`src/rtl/iris_cmd_arbiter.sv`:
```
// iris_cmd_arbiter: round-robin share of one core command port, one command in flight.
// Optional IRIS_ARB_LOCK_EN adds req_lock to pin the grant for atomic sequences.
module iris_cmd_arbiter #(
  parameter  int NUM_REQ    = 4,
  parameter  int DATA_WIDTH = 24,
  parameter  int ADDR_WIDTH = 16,
  localparam int ID_W       = $clog2(NUM_REQ)
) (
  input  logic                          clk,
  input  logic                          rst,
  input  logic [NUM_REQ-1:0]            req_valid,
  output logic [NUM_REQ-1:0]            req_ready,
  input  logic [NUM_REQ-1:0]            req_write,
  input  logic [NUM_REQ*ADDR_WIDTH-1:0] req_addr,
  input  logic [NUM_REQ*DATA_WIDTH-1:0] req_wdata,
`ifdef IRIS_ARB_LOCK_EN
  input  logic [NUM_REQ-1:0]            req_lock,
`endif
  output logic [NUM_REQ-1:0]            rsp_valid,
  output logic [ID_W-1:0]               rsp_id,
  output logic [DATA_WIDTH-1:0]         rsp_rdata,
  output logic                          core_valid,
  input  logic                          core_ready,
  output logic                          core_write,
  output logic [ADDR_WIDTH-1:0]         core_addr,
  output logic [DATA_WIDTH-1:0]         core_wdata,
  input  logic [DATA_WIDTH-1:0]         core_rdata,
  output logic                          busy
);

  typedef enum logic [2:0] {
    IDLE,
    ISSUE,
    WAIT_LO,
    WAIT_HI,
    RESP
  } state_t;

  state_t             state_q;
  state_t             state_d;
  logic [ID_W-1:0]    rr_ptr;
  logic [ID_W-1:0]    gnt_id;
  logic [ID_W-1:0]    win;
  logic               found;
  logic [NUM_REQ-1:0] elig;
  logic [NUM_REQ-1:0] lock_mask;
  logic               lock_q;

`ifdef IRIS_ARB_LOCK_EN
  logic            cmd_lock;
  logic [ID_W-1:0] lock_id;

  always_ff @(posedge clk or posedge rst) begin
    if (rst) begin
      lock_q   <= 1'b0;
      cmd_lock <= 1'b0;
      lock_id  <= '0;
    end else begin
      if (state_q == IDLE && found)
        cmd_lock <= req_lock[win];
      if (state_q == WAIT_HI && core_ready) begin
        lock_q  <= cmd_lock;
        lock_id <= gnt_id;
      end
    end
  end

  assign lock_mask = lock_q ? (NUM_REQ'(1) << lock_id) : '1;
`else
  assign lock_q    = 1'b0;
  assign lock_mask = '1;
`endif

  assign elig = req_valid & lock_mask;
  assign busy = (state_q != IDLE);

  // Search starts just past the last winner and wraps.
  always_comb begin
    int k;
    win   = '0;
    found = 1'b0;
    for (int i = 1; i <= NUM_REQ; i++) begin
      k = (int'(rr_ptr) + i) % NUM_REQ;
      if (!found && elig[ID_W'(k)]) begin
        found = 1'b1;
        win   = ID_W'(k);
      end
    end
  end

  always_comb begin
    req_ready = '0;
    if (!rst && state_q == IDLE && found)
      req_ready[win] = 1'b1;
  end

  always_comb begin
    state_d = state_q;
    unique case (state_q)
      IDLE:    if (found) state_d = ISSUE;
      ISSUE:   if (core_ready) state_d = WAIT_LO;
      WAIT_LO: if (!core_ready) state_d = WAIT_HI;
      WAIT_HI: if (core_ready) state_d = RESP;
      RESP:    state_d = IDLE;
      default: state_d = IDLE;
    endcase
  end

  always_ff @(posedge clk or posedge rst) begin
    if (rst)
      state_q <= IDLE;
    else
      state_q <= state_d;
  end

  always_ff @(posedge clk or posedge rst) begin
    if (rst) begin
      rr_ptr     <= ID_W'(NUM_REQ - 1);
      gnt_id     <= '0;
      core_valid <= 1'b0;
      core_write <= 1'b0;
      core_addr  <= '0;
      core_wdata <= '0;
      rsp_valid  <= '0;
      rsp_id     <= '0;
      rsp_rdata  <= '0;
    end else begin
      rsp_valid <= '0;
      unique case (state_q)
        IDLE: begin
          if (found) begin
            core_valid <= 1'b1;
            core_write <= req_write[win];
            core_addr  <= req_addr[win*ADDR_WIDTH +: ADDR_WIDTH];
            core_wdata <= req_wdata[win*DATA_WIDTH +: DATA_WIDTH];
            gnt_id     <= win;
            if (!lock_q)
              rr_ptr <= win;
          end
        end
        ISSUE: begin
          if (core_ready)
            core_valid <= 1'b0;
        end
        WAIT_HI: begin
          // Pulse is registered so it appears in the RESP cycle.
          if (core_ready) begin
            rsp_valid <= NUM_REQ'(1) << gnt_id;
            rsp_id    <= gnt_id;
            rsp_rdata <= core_write ? '0 : core_rdata;
          end
        end
        default: ;
      endcase
    end
  end

endmodule

```
`config.mk`:
```
export PLATFORM = sky130hd
export DESIGN_NAME = iris_cmd_arbiter
export DESIGN_NICKNAME = d
export VERILOG_FILES = /design/src/rtl/iris_cmd_arbiter.sv
export SDC_FILE = /design/constraint.sdc
export NUM_CORES = 1
export LEC_CHECK = 0
export ABC_AREA = 1
export CAP_MARGIN = 20
export CORE_MARGIN = 4
export CORE_UTILIZATION = 43
export CTS_CLUSTER_SIZE = 16
export DETAILED_ROUTE_END_ITERATION = 8
export HOLD_SLACK_MARGIN = 0.15
export PLACE_DENSITY = 0.9
export RECOVER_POWER = 50
export SYNTH_ARGS = -nofsm -noshare
export SYNTH_HDL_FRONTEND = slang
export SYNTH_SLANG_ARGS = --single-unit
```
`constraint.sdc`:
```
create_clock -name clk -period 6.2 [get_ports clk]
set_input_delay 1.24 -clock clk [delete_from_list [all_inputs] [get_ports clk]]
set_output_delay 1.24 -clock clk [all_outputs]
set_load 0.02 [all_outputs]
```
==> impl_metrics.json <==
{
  "status": "complete, but fails checks",
  "violations": "capacitance limit, slew limit",
  "ys.warnings.count": 0,
  "rsz0062_at_grt": "false",
  "cp_data_arrival_time_ns": 3.76,
  "timing.rr.start": "rr_ptr[0]",
  "cts_hold_buf": 0,
  "die_area_sq_mm": 0.0135,
  "cp_cell_sequence": "clkdlybuf4s50_1, nand2_1, nand2_1, nand2_1, nand2_1, inv_1, nand2_1, nor2_1, inv_2, nand2_4, inv_2, nand2_1, nor3_1, clkdlybuf4s50_1",
  "synthToLayoutAreaGrowth_pct": 59.1,
  "io_pins": 272,
  "clk_pin_slew_ns": 0.06,
  "htreeDepth": 3,
  "grt_pass1_wl_um": 26200,
  "hpwlAfterDp_um": 12400,
  "grt_antenna_before_repair": 0,
  "die_w_um": 116,
  "layout.nets": 1232,
  "startpoint_type": "input pin",
  "initial_core_util": 0.440,
  "postSynthCellCount": 797,
  "critical_path.endpoint_type": "primary output",
  "drc_errors": 0,
  "finalCritPeriodShare": 0.806,
  "hold_path_startpoint": "gnt_id[1]",
  "reg2reg_depth": 15,
  "worst_slew_pin_slew_ns": 1.85,
  "placed_cells": 1168,
  "grt_overflow_total": 0,
  "clk_latency_ns": 0.33,
  "postRouteAntennaNets": 0,
  "syn_area_sq_mm": 0.00503,
  "gp_congestion": 0.913,
  "r2r_end": "core_wdata[17]",
  "core-area_sq_mm": 0.0114,
  "finalMaxSlewViolations": 52,
  "first_pass_iters": 5,
  "grt_max_degree": 83,
  "maxCapViolations": 1,
  "vias": 5912,
  "grt_pass1_vias": 5423,
  "fmax_mhz": 200,
  "finalClockSkew_ns": 0.00914,
  "routed_via_density": 4.99,
  "min_to": "rsp_valid[1]",
  "final_common_cell": "nand2_1",
  "layout_min_cycle_time_ns": 5.00,
  "crit_slowest_cell": "clkdlybuf4s50_1",
  "portBuffers": 271,
  "post-cts-setup-buffers": 0,
  "insertedDiodeCount": 0,
  "routedWlPerCell_um": 14.4,
  "drt_iter0_markers": 455,
  "cp_max_fo": 43,
  "num_rows": 39,
  "whs_path_depth": 1,
  "mostFrequentLayoutCells": "498 x nand2_1, 262 x clkdlybuf4s50_1, 88 x nand3_1, 77 x dfrtp_1, 31 x o21ai_0",
  "ys_seq_area_frac": 0.394,
  "synth-seq-cells": 79,
  "syn_avg_cell_area_sq_um": 6.31,
  "crit_top_cell": "nand2_1",
  "clock-sinks": 79,
  "final_util": 0.701,
  "finalSetupTns_ns": 0,
  "cp.required_ns": 4.96,
  "vdd_drop_max_mv": 0.584,
  "cts_made_buffers": 9,
  "syn_nets": 992,
  "placed_area_sq_mm": 0.00765,
  "slew_headroom": -0.234,
  "setup_violations": 0,
  "drive_gt1_frac": 0.0393,
  "powerDensity_mw_per_mm2": 599,
  "drt-total-wl_um": 17100,
  "hold_path_class": "register to register",
  "finalInstanceArea_sq_mm": 0.00800,
  "worstSetupPathType": "input pin to primary output",
  "hold_viol_final": 0,
  "cts_tree": "done",
  "clock-root-buffer": "clkbuf_16",
  "max_stage_delay_ns": 0.66,
  "clock_path_buffers": 2,
  "grt_usage": 0.244,
  "layout.cells.non_filler": 1185,
  "chipHeight_um": 116,
  "reg2reg_setup_slack_ns": 3.54,
  "p_leak_nw": 4.11,
  "postCtsResizedCells": 0,
  "yosysUniqueCellTypes": 25
}
## worst max path at each step
stage                 start  slack (ns)  depth (start not counted)           end
2_1_floorplan           rst        1.21                          3  req_ready[0]
3_3_place_gp   req_valid[0]        1.26                         12  req_ready[2]
3_5_place_dp   req_valid[2]        1.23                         14  req_ready[3]
4_1_cts        req_valid[2]        1.21                         14  req_ready[3]
5_1_grt        req_valid[2]        0.99                         14  req_ready[3]
6_report       req_valid[2]        1.20                         14  req_ready[3]
## routing by layer
metal  global-route usage  up-vias  part of all wire
li1                     -     2956                 -
met1                0.299     2640              0.38
met2                0.416      289              0.50
met3               0.0715       27              0.10
met4               0.0781        0             0.020
met5                    0        -                 0
## cells by family after synthesis
family,synth area share
AO/OA/AOI/OAI,0.0368
AND/OR/NAND/NOR,0.488
flip-flops,0.394
buffers and inverters,0.0814
## state kept, by name, summed over array words and instances, names as in the netlist
| signal | cells |
|---|---|
| core_addr | 16 |
| core_valid | 1 |
| core_wdata | 24 |
| core_write | 1 |
| gnt_id | 2 |
| rr_ptr | 2 |
| rsp_id | 2 |
| rsp_rdata | 24 |
| rsp_valid | 4 |
| state_q | 3 |
## cell usage after synthesis
cell type | count | share of area
o21a_1 | 1 | 0.0015
clkbuf_1 | 11 | 0.0082
nor2_4 | 1 | 0.0022
nand3_1 | 88 | 0.088
nor2_1 | 7 | 0.0052
buf_1 | 1 | 0.00075
o21ai_0 | 31 | 0.031
nand4_1 | 1 | 0.0012
nand2_2 | 5 | 0.0062
inv_1 | 14 | 0.010
dfstp_2 | 2 | 0.010
nor3_1 | 7 | 0.0070
o31ai_1 | 1 | 0.0015
buf_2 | 23 | 0.023
clkbuf_2 | 1 | 0.00099
inv_2 | 5 | 0.0037
o21ai_1 | 1 | 0.00099
nand2_4 | 1 | 0.0022
dfrtp_1 | 77 | 0.38
nand2_1 | 499 | 0.37
buf_6 | 14 | 0.031
nand3_2 | 1 | 0.0020
a21oi_1 | 2 | 0.0020
nand3b_1 | 1 | 0.0015
buf_4 | 2 | 0.0030
## worst max-delay path, delay by kind of cell
kind / cells / cell delay, ns
and+or+nand+nor: 9 / 1.02
buffers and inverters: 5 / 1.49
## metrics by stage
step | power (mW) | hold slack, ns | setup WS [ns]
global placement | 4.16 | 0.442 | 1.26
floorplan | 3.36 | 0.424 | 1.21
finish | 4.80 | 0.465 | 1.20
CTS | 4.83 | 0.472 | 1.21
detailed placement | 4.23 | 0.463 | 1.23
global route | 5.27 | 0.484 | 0.987
## power breakdown
part / total (mW) / leakage [nW] / internal, mW / switching [mW]
Sequential: 0.883 / 1.00 / 0.752 / 0.130
Clock: 0.575 / 0.157 / 0.357 / 0.217
Combinational: 3.34 / 2.95 / 1.18 / 2.16
## cell type report
cell class                      count  area, sq um
Fill cell                         943         3420
Timing Repair Buffer              281         2800
Multi-Input combinational cell    647         2640
Sequential cell                    79         1980
Clock buffer                        9          225
Tap cell                          143          179
Clock inverter                      7          103
Inverter                           19         72.6
No activity file was read; power rests on OpenSTA's default activity.
